**src/rtl/button_repeater_array_pkg.sv**
```systemverilog
// Shared types and helpers for the multi-channel button conditioner:
// FSM state encoding and the counter width helper.
package button_repeater_array_pkg;

    typedef enum logic [1:0] {
        S_IDLE   = 2'd0,
        S_HOLD   = 2'd1,
        S_REPEAT = 2'd2
    } state_e;

    // Bits needed to hold values 0..max_val, never less than one.
    function automatic int width_of(input int max_val);
        int w;
        w = $clog2(max_val + 1);
        return (w < 1) ? 1 : w;
    endfunction

endpackage

```
**src/rtl/button_repeater_array_channel.sv**
```systemverilog
// One button lane: 2-flop synchroniser, tick-based debouncer, hold/repeat FSM
// with period acceleration, and registered level/pulse outputs.
module button_repeater_array_channel
    import button_repeater_array_pkg::*;
#(
    parameter int DEBOUNCE_TICKS = 4,
    parameter int REPEAT_DELAY   = 64,
    parameter int REPEAT_PERIOD  = 8,
    parameter int MIN_PERIOD     = 2,
    parameter int ACCEL_AFTER    = 4
) (
    input  logic i_clock,
    input  logic i_reset_n,
    input  logic i_tick,
    input  logic i_button,
    input  logic i_repeat_en,
    output logic o_button,
    output logic o_pulse
);

    localparam int ACCEL_LAST_I = (ACCEL_AFTER > 0) ? (ACCEL_AFTER - 1) : 0;
    localparam int DW = width_of(DEBOUNCE_TICKS - 1);
    localparam int WW = width_of(REPEAT_DELAY - 1);
    localparam int PW = width_of(REPEAT_PERIOD);
    localparam int RW = width_of(ACCEL_LAST_I);

    localparam logic [DW-1:0] DEB_LAST   = DW'(DEBOUNCE_TICKS - 1);
    localparam logic [DW-1:0] DEB_ONE    = DW'(1);
    localparam logic [WW-1:0] WAIT_LAST  = WW'(REPEAT_DELAY - 1);
    localparam logic [WW-1:0] WAIT_ONE   = WW'(1);
    localparam logic [PW-1:0] PER_INIT   = PW'(REPEAT_PERIOD);
    localparam logic [PW-1:0] PER_MIN    = PW'(MIN_PERIOD);
    localparam logic [PW-1:0] PER_ONE    = PW'(1);
    localparam logic [RW-1:0] ACCEL_LAST = RW'(ACCEL_LAST_I);
    localparam logic [RW-1:0] REP_ONE    = RW'(1);

    logic          sync1_q, sync1_d;
    logic          sync2_q, sync2_d;
    logic          clean_q, clean_d;
    logic [DW-1:0] deb_cnt_q, deb_cnt_d;
    state_e        state_q, state_d;
    logic [WW-1:0] wait_cnt_q, wait_cnt_d;
    logic [PW-1:0] phase_q, phase_d;
    logic [PW-1:0] period_q, period_d;
    logic [RW-1:0] rep_cnt_q, rep_cnt_d;
    logic          button_q, button_d;
    logic          pulse_q, pulse_d;
    logic [PW-1:0] period_half;

    // Synchroniser shift and debouncer: a change is accepted after DEBOUNCE_TICKS differing ticks.
    always_comb begin
        sync1_d   = i_button;
        sync2_d   = sync1_q;
        clean_d   = clean_q;
        deb_cnt_d = deb_cnt_q;
        if (i_tick) begin
            if (sync2_q != clean_q) begin
                if (deb_cnt_q == DEB_LAST) begin
                    clean_d   = sync2_q;
                    deb_cnt_d = {DW{1'b0}};
                end else begin
                    deb_cnt_d = deb_cnt_q + DEB_ONE;
                end
            end else begin
                deb_cnt_d = {DW{1'b0}};
            end
        end else begin
            deb_cnt_d = deb_cnt_q;
        end
    end

    // Hold/repeat FSM; reacts to the debouncer update in the same cycle, falls take priority.
    always_comb begin
        state_d     = state_q;
        wait_cnt_d  = wait_cnt_q;
        phase_d     = phase_q;
        period_d    = period_q;
        rep_cnt_d   = rep_cnt_q;
        pulse_d     = 1'b0;
        period_half = {1'b0, period_q[PW-1:1]};
        case (state_q)
            S_IDLE: begin
                if (clean_d) begin
                    state_d    = S_HOLD;
                    pulse_d    = 1'b1;
                    wait_cnt_d = {WW{1'b0}};
                end else begin
                    state_d    = S_IDLE;
                end
            end
            S_HOLD: begin
                if (!clean_d) begin
                    state_d    = S_IDLE;
                    wait_cnt_d = {WW{1'b0}};
                end else if (i_tick) begin
                    if (i_repeat_en && (wait_cnt_q == WAIT_LAST)) begin
                        state_d   = S_REPEAT;
                        pulse_d   = 1'b1;
                        period_d  = PER_INIT;
                        phase_d   = {PW{1'b0}};
                        rep_cnt_d = {RW{1'b0}};
                    end else if (wait_cnt_q != WAIT_LAST) begin
                        wait_cnt_d = wait_cnt_q + WAIT_ONE;
                    end else begin
                        wait_cnt_d = wait_cnt_q;
                    end
                end else begin
                    state_d = S_HOLD;
                end
            end
            S_REPEAT: begin
                if (!clean_d) begin
                    state_d    = S_IDLE;
                    wait_cnt_d = {WW{1'b0}};
                    phase_d    = {PW{1'b0}};
                    period_d   = {PW{1'b0}};
                    rep_cnt_d  = {RW{1'b0}};
                end else if (!i_repeat_en) begin
                    state_d    = S_HOLD;
                    wait_cnt_d = WAIT_LAST;
                    phase_d    = {PW{1'b0}};
                    rep_cnt_d  = {RW{1'b0}};
                end else if (i_tick) begin
                    if (phase_q == (period_q - PER_ONE)) begin
                        pulse_d = 1'b1;
                        phase_d = {PW{1'b0}};
                        if ((ACCEL_AFTER != 0) && (rep_cnt_q == ACCEL_LAST)) begin
                            period_d  = (period_half < PER_MIN) ? PER_MIN : period_half;
                            rep_cnt_d = {RW{1'b0}};
                        end else if (ACCEL_AFTER != 0) begin
                            rep_cnt_d = rep_cnt_q + REP_ONE;
                        end else begin
                            rep_cnt_d = rep_cnt_q;
                        end
                    end else begin
                        phase_d = phase_q + PER_ONE;
                    end
                end else begin
                    state_d = S_REPEAT;
                end
            end
            default: begin
                state_d    = S_IDLE;
                wait_cnt_d = {WW{1'b0}};
                phase_d    = {PW{1'b0}};
                period_d   = {PW{1'b0}};
                rep_cnt_d  = {RW{1'b0}};
            end
        endcase
    end

    // Output level decoded from the next state so it is registered alongside it.
    always_comb begin
        case (state_d)
            S_IDLE:   button_d = 1'b0;
            S_HOLD:   button_d = 1'b1;
            S_REPEAT: button_d = (phase_d < {1'b0, period_d[PW-1:1]});
            default:  button_d = 1'b0;
        endcase
    end

    // State register with synchronous active-low reset.
    always_ff @(posedge i_clock) begin
        if (!i_reset_n) begin
            sync1_q    <= 1'b0;
            sync2_q    <= 1'b0;
            clean_q    <= 1'b0;
            deb_cnt_q  <= {DW{1'b0}};
            state_q    <= S_IDLE;
            wait_cnt_q <= {WW{1'b0}};
            phase_q    <= {PW{1'b0}};
            period_q   <= {PW{1'b0}};
            rep_cnt_q  <= {RW{1'b0}};
            button_q   <= 1'b0;
            pulse_q    <= 1'b0;
        end else begin
            sync1_q    <= sync1_d;
            sync2_q    <= sync2_d;
            clean_q    <= clean_d;
            deb_cnt_q  <= deb_cnt_d;
            state_q    <= state_d;
            wait_cnt_q <= wait_cnt_d;
            phase_q    <= phase_d;
            period_q   <= period_d;
            rep_cnt_q  <= rep_cnt_d;
            button_q   <= button_d;
            pulse_q    <= pulse_d;
        end
    end

    assign o_button = button_q;
    assign o_pulse  = pulse_q;

endmodule

```
**src/rtl/button_repeater_array.sv**
```systemverilog
// Multi-channel button conditioner: one shared tick prescaler feeding an
// array of independent debounce/hold-to-repeat channels.
module button_repeater_array
    import button_repeater_array_pkg::*;
#(
    parameter int CHANNELS       = 4,
    parameter int TICK_DIV       = 32768,
    parameter int DEBOUNCE_TICKS = 4,
    parameter int REPEAT_DELAY   = 64,
    parameter int REPEAT_PERIOD  = 8,
    parameter int MIN_PERIOD     = 2,
    parameter int ACCEL_AFTER    = 4
) (
    input  logic                i_clock,
    input  logic                i_reset_n,
    input  logic [CHANNELS-1:0] i_buttons,
    input  logic [CHANNELS-1:0] i_repeat_en,
    output logic [CHANNELS-1:0] o_buttons,
    output logic [CHANNELS-1:0] o_pulses
);

    localparam int TW = width_of(TICK_DIV - 1);
    localparam logic [TW-1:0] TICK_LAST = TW'(TICK_DIV - 1);
    localparam logic [TW-1:0] TICK_ONE  = TW'(1);

    logic [TW-1:0] tick_cnt_q, tick_cnt_d;
    logic          tick;

    // Prescaler: tick is high on the last count, then the counter wraps.
    always_comb begin
        tick = (tick_cnt_q == TICK_LAST);
        if (tick) begin
            tick_cnt_d = {TW{1'b0}};
        end else begin
            tick_cnt_d = tick_cnt_q + TICK_ONE;
        end
    end

    // Prescaler register with synchronous active-low reset.
    always_ff @(posedge i_clock) begin
        if (!i_reset_n) begin
            tick_cnt_q <= {TW{1'b0}};
        end else begin
            tick_cnt_q <= tick_cnt_d;
        end
    end

    for (genvar g = 0; g < CHANNELS; g++) begin : g_ch
        button_repeater_array_channel #(
            .DEBOUNCE_TICKS (DEBOUNCE_TICKS),
            .REPEAT_DELAY   (REPEAT_DELAY),
            .REPEAT_PERIOD  (REPEAT_PERIOD),
            .MIN_PERIOD     (MIN_PERIOD),
            .ACCEL_AFTER    (ACCEL_AFTER)
        ) u_channel (
            .i_clock     (i_clock),
            .i_reset_n   (i_reset_n),
            .i_tick      (tick),
            .i_button    (i_buttons[g]),
            .i_repeat_en (i_repeat_en[g]),
            .o_button    (o_buttons[g]),
            .o_pulse     (o_pulses[g])
        );
    end

endmodule
```
**config.mk**
```make
export PLATFORM = sky130hd
export DESIGN_NAME = button_repeater_array
export DESIGN_NICKNAME = d
export VERILOG_FILES = /design/src/rtl/button_repeater_array_pkg.sv /design/src/rtl/button_repeater_array_channel.sv /design/src/rtl/button_repeater_array.sv
export SDC_FILE = /design/constraint.sdc
export NUM_CORES = 1
export LEC_CHECK = 0
export ABC_AREA = 1
export CORE_MARGIN = 1.5
export CORE_UTILIZATION = 28
export CTS_BUF_LIST = sky130_fd_sc_hd__clkbuf_8
export CTS_CLUSTER_DIAMETER = 200
export DETAILED_ROUTE_END_ITERATION = 7
export MAX_ROUTING_LAYER = met4
export PLACE_DENSITY_LB_ADDON = 0.08
export SYNTH_ARGS = -nofsm -noshare
export SYNTH_HDL_FRONTEND = slang
export SYNTH_SLANG_ARGS = --single-unit
```
**constraint.sdc**
```tcl
create_clock -name i_clock -period 5.65 [get_ports i_clock]
set_input_delay 1.13 -clock i_clock [delete_from_list [all_inputs] [get_ports i_clock]]
set_output_delay 1.13 -clock i_clock [all_outputs]
set_load 0.005 [all_outputs]
```
==> impl_metrics.tcl <==
set metrics [dict create \
    status "completed" \
    drt-wirelength-per-cell_um 13.2 \
    pwr-share-seq 0.478 \
    synth_flop_cell "dfxtp_1" \
    place_inst 1416 \
    holdWs_ps 413 \
    cp-end-kind "flop" \
    drt_wl_total_um 19100 \
    num_antenna_cells 0 \
    path_class "reg -> reg" \
    hold_viol_final 0 \
    ir_worst_vdd_mv 0.0938 \
    cts.clk_slew.worst_paths_ps 80 \
    setup_tns_ps 0 \
    rsz0062_at_grt "false" \
    overflow 0 \
    startpoint_type "flop" \
    post-route-cell-area_um2 8430 \
    dpl-instance-area_um2 8010 \
    nets 1163 \
    combPwrFrac 0.021 \
    place_congestion 0.798 \
    top_usage_layer "met2" \
    worstPathRequired_ps 6030 \
    min_period_ps 3160 \
    syn_nets 1150 \
    drive_gt1_frac 0.101 \
    worstMarginPinSlew_ps 792 \
    synth-seq-area-share 0.305 \
    viasPerCell 4.64 \
    cts_tree "done" \
    intPower_w 0.00132 \
    die_width_um 167 \
    syn-cell-area_um2 7560 \
    post_cts.repair.setup_buffers 0 \
    antenna_found_initial 0 \
    yosysWarnings 0 \
    numCtsBuffers 17 \
    drv_slew 0 \
    synth.distinct_cells 58 \
    final_cell_mix "nand2_1, inv_1, nor2_1" \
    hold_buffers 0 \
    grt_use_met2 0.235 \
    grt_pass1_vias 6502 \
    period_share 0.560 \
    grt_use_met1 0.192 \
    drc 0 \
    core_area_um2 26300 \
    ff2ff_setup_slack_ps 2490 \
    floorplan.initialDensity 0.288 \
    p_leak_nw 3.68 \
    maxClockFrequency_ghz 0.316 \
    worstHoldPathType "reg -> reg" \
    synthArstFlopShare 0 \
    cts_sinks 115 \
    power_density_nw_per_um2 203 \
    num_rows 59 \
    postSynthAreaPerCell_um2 6.95 \
    grt_usage 0.149 \
    fp.dieH_um 167 \
    antenna_left 0 \
    clock-root-buffer "clkbuf_8" \
    holdCritStartpoint "g_ch[0].u_channel.sync1_q" \
    fillers 2930 \
    grt_pass1_wl_um 32700 \
    hold_depth 2 \
    finalSetupViolCount 0 \
    portBuffers 17 \
    power_w 0.00171 \
    swShare 0.227 \
    drt-initial-drc-count 408 \
    cts_buffer_depth 2 \
    drv_cap 0 \
    crit_arrival_ps 3550 \
    relSlewSlack 0.471 \
    cts-resized-gates 0 \
    power.share.clock 0.501 \
    syn_inst 1087 \
    synth-edff-count 0 \
    syn2layout_area_growth_pct 11.5 \
    clock_latency_ps 450 \
    switching_power_w 0.000388 \
    fin_skew_ps 18.8 \
    vias 6714 \
    ios 18 \
    reg2reg_depth 14 \
    final_common_cell "nand2_1" \
    grt_max_degree 36 \
    ys_ff_latch 115 \
    worstSetupStartpoint "tick_cnt_q[0]" \
    hold_path_end "g_ch[0].u_channel.sync2_q" \
    global_route.usage.met3 0.0303 \
    worstReg2RegEnd "g_ch[0].u_channel.o_button" \
    dpl.hpwl_um 13900 \
    final_cells 1447 \
    htreeDepth 4 \
    rr_startpoint "tick_cnt_q[0]" \
    cp_max_fo 23 \
    die_area_um2 28000 \
    firstDrtPassIters 5 \
]
## registers in the layout, summed over array words and instances (netlist names)
register,cells
g_ch.u_channel.wait_cnt_q,24
g_ch.u_channel.period_q,16
g_ch.u_channel.phase_q,16
tick_cnt_q,15
g_ch.u_channel.deb_cnt_q,8
g_ch.u_channel.rep_cnt_q,8
g_ch.u_channel.state_q,8
g_ch.u_channel.clean_q,4
g_ch.u_channel.o_button,4
g_ch.u_channel.o_pulse,4
g_ch.u_channel.sync1_q,4
g_ch.u_channel.sync2_q,4
## through the flow
stage	utilization	worst slack, ps
after floorplan	-	3040
after global placement	0.305	2280
after detailed placement	0.305	2190
after CTS	0.321	2430
after global routing	0.321	2160
final	0.321	2490
## synthesized netlist by cell type, drive strengths merged, types with 2 or more instances
master | n | share of area
a31oi | 4 | 0.0033
xnor2 | 8 | 0.0093
clkbuf | 14 | 0.0071
buf | 14 | 0.016
nor4 | 4 | 0.0033
or2 | 7 | 0.0058
o211a | 6 | 0.0079
o311ai | 2 | 0.0033
a21oi | 74 | 0.053
o221ai | 3 | 0.0035
and2 | 2 | 0.0017
a32o | 9 | 0.012
nor3 | 9 | 0.0066
nand3 | 71 | 0.055
nor2 | 144 | 0.081
o31ai | 4 | 0.0040
o211ai | 6 | 0.0060
a211oi | 5 | 0.0050
xor2 | 20 | 0.023
nand4 | 12 | 0.0099
o21ai | 70 | 0.049
o22ai | 5 | 0.0041
nand2 | 244 | 0.14
o21a | 3 | 0.0030
a32oi | 2 | 0.0023
dfxtp | 115 | 0.30
ha | 53 | 0.088
inv | 168 | 0.084
## final cells by class
| cell class | instances | area (um2) | area share |
|---|---|---|---|
| clock inverters | 12 | 164 | 0.0194 |
| inverters | 169 | 637 | 0.0755 |
| clock buffers | 19 | 262 | 0.0310 |
| flip-flops and latches | 115 | 2300 | 0.273 |
| multi-input cells | 775 | 4450 | 0.527 |
| repair buffers | 22 | 203 | 0.0240 |
| well taps | 335 | 419 | 0.0497 |
## power groups by stage
stage,combinational [W],clock [W],sequential (W)
floorplan,0.0000188,0,0.000835
global placement,0.0000372,0,0.000836
detailed placement,0.0000370,0,0.000835
CTS,0.0000371,0.000891,0.000817
global route,0.0000404,0.000933,0.000817
finish,0.0000360,0.000858,0.000817
## worst max-delay path by stage
stage                                 end  slack (ps)
2_1_floorplan  g_ch[1].u_channel.o_button        3040
3_3_place_gp   g_ch[1].u_channel.o_button        2280
3_5_place_dp   g_ch[3].u_channel.o_button        2190
4_1_cts        g_ch[0].u_channel.o_button        2430
5_1_grt        g_ch[0].u_channel.o_button        2160
6_report       g_ch[0].u_channel.o_button        2490
## cells by family (layout without fill, tap and decap cells)
kind of cell | count (synthesis) | after routing | synth area share
fa+ha+maj | 53 | 53 | 0.0877
buf+inv | 197 | 222 | 0.107
xor+xnor | 28 | 28 | 0.0324
simple gates | 495 | 495 | 0.303
flops | 115 | 115 | 0.305
compound gates | 199 | 199 | 0.165
## critical path, stage by stage, from the launching register on
cell	delay [ps]
dfxtp_1	360
ha_1	190
nand2_2	80
nor2_4	170
nand3_2	150
nor2_4	630
nand2_1	190
nor2_1	170
inv_1	70
a221oi_1	260
nor3_1	110
inv_1	90
ha_1	230
or2_2	290
a21oi_1	100
## layer usage
metal,up-vias,part of all wire
met1,3043,0.51
met4,0,0.013
met2,97,0.45
li1,3553,-
met5,-,0
met3,21,0.030
No activity file was read; power rests on OpenSTA's default activity.
